**config.mk**
```make
export PLATFORM = sky130hd
export DESIGN_NAME = adder_rr_scheduler_flat
export DESIGN_NICKNAME = d
export VERILOG_FILES = /design/src/rtl/adder_rr_scheduler_if.sv /design/src/rtl/adder_rr_scheduler.sv /design/src/flat_wrapper.sv
export SDC_FILE = /design/constraint.sdc
export NUM_CORES = 1
export LEC_CHECK = 0
export BUFFER_PORTS_ARGS = -buffer_cell sky130_fd_sc_hd__buf_2
export CAP_MARGIN = 20
export CELL_PAD_IN_SITES_DETAIL_PLACEMENT = 1
export CELL_PAD_IN_SITES_GLOBAL_PLACEMENT = 1
export CORE_UTILIZATION = 35
export DETAILED_ROUTE_END_ITERATION = 12
export GPL_TIMING_DRIVEN = 0
export PLACE_DENSITY_LB_ADDON = 0.1
export SLEW_MARGIN = 10
export SYNTH_ARGS = -nofsm -noshare
export SYNTH_HDL_FRONTEND = slang
export SYNTH_SLANG_ARGS = --single-unit
```
**constraint.sdc**
```tcl
create_clock -name clk -period 4.3 [get_ports clk]
set_input_delay 1.075 -clock clk [delete_from_list [all_inputs] [get_ports clk]]
set_output_delay 1.075 -clock clk [all_outputs]
set_load 0.005 [all_outputs]
```
**src/rtl/adder_rr_scheduler_if.sv**
```systemverilog
// ---------------------------------------------------------------------------
// adder_rr_scheduler_if
//
// Requester-side bundle of the shared-adder scheduler: per-requester operand
// request channel and per-requester result channel with a shared data bus.
//
//   req_valid [NUM_REQ]       requester -> scheduler, operand request
//   req_ready [NUM_REQ]       scheduler -> requester, one-hot accept pulse
//   req_a/b   [NUM_REQ*OP_W]  packed operands, slice i belongs to requester i
//   rsp_valid [NUM_REQ]       scheduler -> requester, one-hot result valid
//   rsp_ready [NUM_REQ]       requester -> scheduler, result acceptance
//   rsp_data  [RES_W]         shared result bus
//   rsp_id    [ID_W]          owner index of rsp_data
//
// slave  : scheduler side
// master : requester side
// ---------------------------------------------------------------------------
interface adder_rr_scheduler_if #(
    parameter int NUM_REQ = 4,
    parameter int OP_W    = 4,
    parameter int RES_W   = 7
);
    localparam int ID_W = $clog2(NUM_REQ);

    logic [NUM_REQ-1:0]      req_valid;
    logic [NUM_REQ-1:0]      req_ready;
    logic [NUM_REQ*OP_W-1:0] req_a;
    logic [NUM_REQ*OP_W-1:0] req_b;
    logic [NUM_REQ-1:0]      rsp_valid;
    logic [NUM_REQ-1:0]      rsp_ready;
    logic [RES_W-1:0]        rsp_data;
    logic [ID_W-1:0]         rsp_id;

    modport slave (
        input  req_valid,
        input  req_a,
        input  req_b,
        input  rsp_ready,
        output req_ready,
        output rsp_valid,
        output rsp_data,
        output rsp_id
    );

    modport master (
        output req_valid,
        output req_a,
        output req_b,
        output rsp_ready,
        input  req_ready,
        input  rsp_valid,
        input  rsp_data,
        input  rsp_id
    );
endinterface

```
**src/rtl/adder_rr_scheduler.sv**
```systemverilog
// ---------------------------------------------------------------------------
// adder_rr_scheduler
//
// Shares one registered adder among NUM_REQ requesters. Round-robin grant,
// one operation in flight: IDLE -> ISSUE -> CAPTURE -> RESP -> IDLE.
//
// Ports:
//   clk        rising-edge clock
//   reset      synchronous, active-high
//   bus        adder_rr_scheduler_if.slave (requester handshakes)
//   add_a/b    operands to the adder
//   add_valid  one-cycle strobe to the adder (ISSUE state)
//   add_c      adder sum, sampled only in CAPTURE
//   busy       high in any state other than IDLE
// ---------------------------------------------------------------------------
module adder_rr_scheduler #(
    parameter int NUM_REQ = 4,
    parameter int OP_W    = 4,
    parameter int RES_W   = 7
) (
    input  logic                clk,
    input  logic                reset,
    adder_rr_scheduler_if.slave bus,
    output logic [OP_W-1:0]     add_a,
    output logic [OP_W-1:0]     add_b,
    output logic                add_valid,
    input  logic [RES_W-1:0]    add_c,
    output logic                busy
);
    localparam int ID_W = $clog2(NUM_REQ);

    if (NUM_REQ < 2 || NUM_REQ > 16) begin : g_bad_num_req
        $error("adder_rr_scheduler: NUM_REQ must be in 2..16");
    end

    typedef enum logic [1:0] {
        IDLE,
        ISSUE,
        CAPTURE,
        RESP
    } state_t;

    state_t             state;
    logic [ID_W-1:0]    rr_ptr;
    logic [ID_W-1:0]    grant;
    logic               add_valid_q;
    logic [NUM_REQ-1:0] rsp_valid_q;
    logic [RES_W-1:0]   rsp_data_q;
    logic [ID_W-1:0]    rsp_id_q;

    logic               arb_found;
    logic [ID_W-1:0]    arb_idx;
    logic [ID_W:0]      cand;
    logic               accept;
    logic [NUM_REQ-1:0] req_ready_c;

    // Rotating priority search starting at rr_ptr. cand is one bit wider so
    // rr_ptr + i never overflows before the modulo fold.
    always_comb begin
        arb_found = 1'b0;
        arb_idx   = '0;
        cand      = '0;
        for (int unsigned i = 0; i < NUM_REQ; i++) begin
            cand = {1'b0, rr_ptr} + (ID_W+1)'(i);
            if (cand >= (ID_W+1)'(NUM_REQ)) begin
                cand = cand - (ID_W+1)'(NUM_REQ);
            end
            if (!arb_found && bus.req_valid[cand[ID_W-1:0]]) begin
                arb_found = 1'b1;
                arb_idx   = cand[ID_W-1:0];
            end
        end
    end

    assign accept      = (state == IDLE) && arb_found && !reset;
    assign req_ready_c = accept ? (NUM_REQ'(1) << arb_idx) : '0;

    always_ff @(posedge clk) begin
        if (reset) begin
            state       <= IDLE;
            rr_ptr      <= '0;
            grant       <= '0;
            add_a       <= '0;
            add_b       <= '0;
            add_valid_q <= 1'b0;
            rsp_valid_q <= '0;
            rsp_data_q  <= '0;
            rsp_id_q    <= '0;
        end else begin
            case (state)
                IDLE: begin
                    if (accept) begin
                        add_a       <= bus.req_a[arb_idx*OP_W +: OP_W];
                        add_b       <= bus.req_b[arb_idx*OP_W +: OP_W];
                        grant       <= arb_idx;
                        add_valid_q <= 1'b1;
                        state       <= ISSUE;
                    end
                end
                ISSUE: begin
                    add_valid_q <= 1'b0;
                    state       <= CAPTURE;
                end
                CAPTURE: begin
                    rsp_data_q  <= add_c;
                    rsp_id_q    <= grant;
                    rsp_valid_q <= NUM_REQ'(1) << grant;
                    state       <= RESP;
                end
                RESP: begin
                    // Only the owner's rsp_ready completes the response.
                    if (bus.rsp_ready[grant]) begin
                        rsp_valid_q <= '0;
                        rr_ptr      <= (grant == ID_W'(NUM_REQ-1)) ? '0 : grant + 1'b1;
                        state       <= IDLE;
                    end
                end
                default: state <= IDLE;
            endcase
        end
    end

    // Strobes are masked by reset so nothing leaks out during the reset
    // cycle itself, before the registers have been cleared.
    assign add_valid     = add_valid_q & ~reset;
    assign busy          = (state != IDLE) & ~reset;
    assign bus.req_ready = req_ready_c;
    assign bus.rsp_valid = rsp_valid_q & {NUM_REQ{~reset}};
    assign bus.rsp_data  = rsp_data_q;
    assign bus.rsp_id    = rsp_id_q;

endmodule

```
**src/flat_wrapper.sv**
```systemverilog
// flat-port wrapper written by rule: the top's interface ports become plain ports
module adder_rr_scheduler_flat 
#(
    parameter int NUM_REQ = 4,
    parameter int OP_W    = 4,
    parameter int RES_W   = 7
)
  (clk, reset, add_a, add_b, add_valid, add_c, busy, bus_req_valid, bus_req_a, bus_req_b, bus_rsp_ready, bus_req_ready, bus_rsp_valid, bus_rsp_data, bus_rsp_id);
  adder_rr_scheduler_if #(.NUM_REQ(NUM_REQ), .OP_W(OP_W), .RES_W(RES_W)) bus_i ();
  input  logic clk;
  input  logic reset;
  output logic [OP_W-1:0] add_a;
  output logic [OP_W-1:0] add_b;
  output logic add_valid;
  input  logic [RES_W-1:0] add_c;
  output logic busy;
  input wire logic [$bits(bus_i.req_valid)-1:0] bus_req_valid;
  input wire logic [$bits(bus_i.req_a)-1:0] bus_req_a;
  input wire logic [$bits(bus_i.req_b)-1:0] bus_req_b;
  input wire logic [$bits(bus_i.rsp_ready)-1:0] bus_rsp_ready;
  output wire logic [$bits(bus_i.req_ready)-1:0] bus_req_ready;
  output wire logic [$bits(bus_i.rsp_valid)-1:0] bus_rsp_valid;
  output wire logic [$bits(bus_i.rsp_data)-1:0] bus_rsp_data;
  output wire logic [$bits(bus_i.rsp_id)-1:0] bus_rsp_id;
  assign bus_i.req_valid = bus_req_valid;
  assign bus_i.req_a = bus_req_a;
  assign bus_i.req_b = bus_req_b;
  assign bus_i.rsp_ready = bus_rsp_ready;
  assign bus_req_ready = bus_i.req_ready;
  assign bus_rsp_valid = bus_i.rsp_valid;
  assign bus_rsp_data = bus_i.rsp_data;
  assign bus_rsp_id = bus_i.rsp_id;
  adder_rr_scheduler #(.NUM_REQ(NUM_REQ), .OP_W(OP_W), .RES_W(RES_W)) u_core (.clk(clk), .reset(reset), .bus(bus_i), .add_a(add_a), .add_b(add_b), .add_valid(add_valid), .add_c(add_c), .busy(busy));
endmodule
```
Yosys cells after proc, flatten, opt, wreduce, memory -nomap -nowiden:

Index checks and enable logic that the tools add are counted.

* register bits: 28
* logic and storage cells: 89
* output and inout port bits: 27
* input port bits: 49

* magnitude comparators: 9
* muxes and demuxes: 31
* eq/ne operators: 6
* reductions and logical operators: 18
* shifts and indexed selects: 4
* $add $sub $neg: 8
* bitwise gates (word level): 4

Operator list (count)
* 16-bit by 5-bit indexed part select with 4-bit output: 2
* 2-bit two-way mux: 11
* 2-bit by 3-bit < comparator with 1-bit output (second input constant): 5
* 1-bit binary-select mux with 2-bit select: 5
* 1-bit two-way mux: 10
* 2-bit AND reduction: 5
* 3-bit >= comparator (second input constant): 3
* 4-bit two-way mux: 2
* 2-bit one-hot mux with 4 select lines: 1
* 4-bit one-hot mux with 2 select lines: 1
* 1-bit by 2-bit left shift with 4-bit output (first input constant): 2
* 2-bit by 1-bit subtractor with 2-bit output (second input constant): 4
* 2-bit by 2-bit adder with 3-bit output (second input constant): 2
* 2-bit == test (second input constant): 3
* 2-bit nonzero test: 3
* 1-bit logical AND: 5
* 4-bit AND: 1
* 1-bit zero test: 4
* 2-bit by 1-bit != test with 1-bit output (second input constant): 2
* 2-bit by 1-bit adder with 3-bit output (second input constant): 1
* 2-bit by 3-bit >= comparator with 1-bit output (second input constant): 1
* 2-bit by 1-bit adder with 2-bit output (second input constant): 1
* 1-bit AND: 2
* 2-bit by 1-bit == test with 1-bit output (second input constant): 1
* 3 further kinds: 3

Longest topological paths before layout:

* depth after elaboration: 18
* depth in mapped cells: 7
* mapped depth without buffers: 7

Least setup slack after synthesis:

OpenSTA, ideal clock, no wires.

* kind: input-to-output
* from: input bus_req_valid[0]
* to: output bus_req_ready[0]
* setup slack: 1157 ps
* stages on the path: 5
* required time: 3225 ps
* buffers on the path: 1
* arrival: 2068 ps
* cells stage by stage: nor2b_1 > or4_4 > nand2_8 > buf_12 > nor3_1

* longest elaborated chain between the ends: 15
* elaborated cells on any way between the ends: 26
* classes of those cells: shift: 1; mux: 17; reduce/logical: 8

RTL lines
* start, declared: line flat_wrapper.sv:17 `input wire logic [$bits(bus_i.req_valid)-1:0] bus_req_valid;`
* 1-bit binary-select mux with 2-bit select: line adder_rr_scheduler.sv:68 `if (!arb_found && bus.req_valid[cand[ID_W-1:0]]) begin`
* 1-bit two-way mux (not written as such): line adder_rr_scheduler.sv:68
* 1-bit two-way mux: line adder_rr_scheduler.sv:68
* 1-bit zero test: line adder_rr_scheduler.sv:68
* 1-bit logical AND: line adder_rr_scheduler.sv:68
* 1-bit two-way mux: line adder_rr_scheduler.sv:68
* 1-bit zero test: line adder_rr_scheduler.sv:68
* 1-bit logical AND: line adder_rr_scheduler.sv:68
* 1-bit two-way mux: line adder_rr_scheduler.sv:68
* 1-bit zero test: line adder_rr_scheduler.sv:68
* 1-bit logical AND: line adder_rr_scheduler.sv:68
* 1-bit two-way mux: line adder_rr_scheduler.sv:68
* 1-bit logical AND (2 in series): line adder_rr_scheduler.sv:75 `assign accept = (state == IDLE) && arb_found && !reset;`
* 4-bit two-way mux *: line adder_rr_scheduler.sv:76 `assign req_ready_c = accept ? (NUM_REQ'(1) << arb_idx) : '0;`
* end, declared: line flat_wrapper.sv:21 `output wire logic [$bits(bus_i.req_ready)-1:0] bus_req_ready;`

Mark *: on every way between the ends. The rest lies on a longest branch, timed or not. The select of a mux whose other input is x is not followed.

Worst setup path after layout:

* from: input bus_req_valid[0]
* to: output bus_req_ready[2]

The elaborated chain is that of the path after synthesis.

==> reports/metrics.cfg <==
[timing]
hold-worst-slack_ps=479
tns_ps=0
fin_crit_ps=3470
fin_worst_skew_ps=8.40
finalHoldViolCount=0
tightestPinTransition_ps=736
slew_violations=0
timing.final.crit_share_pct=80.7
max_clock_freq_ghz=0.288
slew_headroom_pct=50.9
setup_viol=0
rsz0062_at_grt=false

[yosys]
synth.yosys.seq_area_share_pct=37.1
yosysUniqueCellTypes=34
synth_area_leaders=dfxtp_1, mux2i_1, ha_1
synth_mux_area_share_pct=18.1
netlist.area_leader.share_pct=37.1
synthAdderAreaFrac_pct=6.63
ys.warnings.count=0
yosysTopAreaCell=dfxtp_1
avgSynthCellArea_um2=9.49
synth_xor_area_share_pct=0
yosys_register_bits=28
synth_compound_area_share_pct=13.0
synth_nets=216
synth_cells=159
synth-simple-area-share_pct=21.1
synth_area_mm2=0.00151
synth_top_family_by_area=simple AND/OR/NAND/NOR gates

[setup_path]
cp-startpoint=bus_req_valid[0]
max_stage_delay_ps=560
worstReg2RegEnd=u_core.add_a[1]
rrSetupSlack_ps=2450
worstSetupPathType=in2out
crit_top_cell=buf_2
crit_slowest_cell=or4_4
r2r_cells=6
start_kind=primary input
arrival_ps=2400
cp-end-kind=output pin
cp.required_ps=3220
crit_end=bus_req_ready[2]
worstReg2RegStart=u_core.rr_ptr[0]
critPathBufInv=3
path_delay_family=simple AND/OR/NAND/NOR gates
critical_path_cell_count=7
crit_chain=buf_2 > nor2b_1 > or4_4 > nand2_8 > buf_12 > nor3_1 > buf_2
cp_max_fo=10

[global_route]
busiest_layer=met2
use_met2_pct=38.2
met3_usage_pct=3.89
antenna_found_initial=0
grt_pass1_vias=1585
overflow=0
grt_pass1_wl_mm=6.87
gr-usage-met1_pct=21.6
grt_start_max_net_pins=17
groute.usage.overall_pct=19.8

[die]
core_area_mm2=0.00406
die_w_um=67.7
start_util_pct=37.2
fp-row-count=23
die_h_um=67.7
die_area_mm2=0.00458
pin_count=76

[layout]
antenna_cells=0
syn2layout_area_growth_pct=33.4
fin_util_pct=49.6
layout_commonest_cell=buf_2
multiInputGateArea_um2=887
final_nets=295
nFillCells=504
layout_common_cells=buf_2, dfxtp_1, mux2i_1, nand2_1, nor2_1
drive_above_1_share_pct=37.1
final_area_mm2=0.00201
regArea_um2=561

[detailed_routing]
drtAntennaViolNets=0
drc=0
via_per_inst=5.11
drt-total-wl_mm=4.27
wl_per_cell_um=14.9
dr_total_vias=1468
dr.pass1.iters=4
drt-initial-drc-count=26

[clocking]
path_clk_slew_ps=100
post_cts_resized=0
postCtsSetupBuffers=0
cts.sinks=28
cts_made_buffers=3
cts_root_buf=clkbuf_8
clockBufferDepth=2
clk_latency_ps=280
cts_tree=built
htree_levels=1
hold_buffers=0

[placement]
dp_hpwl_mm=3.50
portBuffers=74
postPlaceCellArea_mm2=0.00194
gp_congestion=0.773

[power]
peakVddDrop_v=0.000215
leakagePower_nw=0.954
p_per_area_mw_per_mm2=455

[run_status]
outcome=complete, no violations

[flow_run]
max_cap_viol_count=0

[worst_hold_path]
hold_class=reg2reg

stage by stage:
stage / power, W / setup WS [ps] / instances
finish: 0.000916 / 829 / 287
global route: 0.000981 / 766 / 287
CTS: 0.000931 / 818 / 287
detailed placement: 0.000715 / 821 / 283
global placement: 0.000690 / 844 / 283
floorplan: 0.000577 / 1160 / 159
Yosys cell counts:
cell type and number:
a2bb2oi_1 1, o221ai_1 8, mux2i_1 25, o21ai_0 1
or2_2 1, nand3_1 2, mux4_2 1, nand2_1 19
or3_1 1, nor2_1 18, nor2b_1 9, inv_1 4
clkbuf_1 4, or3b_1 1, nand2b_1 1, a21oi_1 5
a22oi_1 4, nand2_8 1, o211a_1 1, o41ai_1 1
buf_6 1, o211ai_1 1, nor3_1 3, or2b_2 2
a221oi_1 1, nor2_2 1, dfxtp_1 28, nand4b_2 1
a211o_1 1, or4_4 1, o21bai_1 1, buf_12 1
a31oi_1 1, ha_1 8
cell type report:
| class | count | share of cell area, % |
|---|---|---|
| Clock buffer | 3 | 2.05 |
| Timing Repair Buffer | 74 | 18.4 |
| Buffer | 6 | 2.30 |
| Tap cell | 50 | 3.11 |
| Multi-Input combinational cell | 121 | 44.1 |
| Sequential cell | 28 | 27.8 |
| Clock inverter | 1 | 1.49 |
| Inverter | 4 | 0.746 |
worst reg2reg max path, stage by stage, from the launching register on:
cell	delay [ps]
dfxtp_1	410
nor2b_1	100
or4_4	560
nand2_8	140
buf_12	160
mux2i_1	230
o221ai_1	140
logic make-up after synthesis:
logic type | after synthesis
mux | 26
fa+ha+maj | 8
compound gates | 26
flops | 28
buf+inv | 10
simple gates | 61
state kept, by name, summed over array words and instances, names as in the netlist:
name	flops
u_core.bus.rsp_data	7
u_core.add_a	4
u_core.add_b	4
u_core.rsp_valid_q	4
u_core.bus.rsp_id	2
u_core.grant	2
u_core.rr_ptr	2
u_core.state	2
u_core.add_valid_q	1
routing by layer:
layer  up-vias  part of all wire (%)
li1        720                     -
met1       708                    42
met2        38                    53
met3         2                   4.5
met4         0                  0.19
met5         -                     0
where the power goes:
group / switching, W / total (W) / internal (W)
Clock: 0.0000887 / 0.000213 / 0.000125
Combinational: 0.000183 / 0.000347 / 0.000164
Sequential: 0.0000372 / 0.000355 / 0.000318
Total: 0.000309 / 0.000916 / 0.000607
how the worst min path moves through the flow:
stage	cells past startpoint	slack, ps	to	startpoint
floorplan	2	450	u_core.add_a[0]	u_core.add_a[0]
global placement	2	440	u_core.add_b[2]	u_core.add_b[2]
detailed placement	2	450	u_core.add_a[2]	u_core.add_a[2]
CTS	2	480	u_core.add_a[0]	u_core.add_a[0]
global route	2	500	u_core.add_b[0]	u_core.add_b[0]
finish	2	480	u_core.add_a[0]	u_core.add_a[0]
No activity file was read; power rests on OpenSTA's default activity.
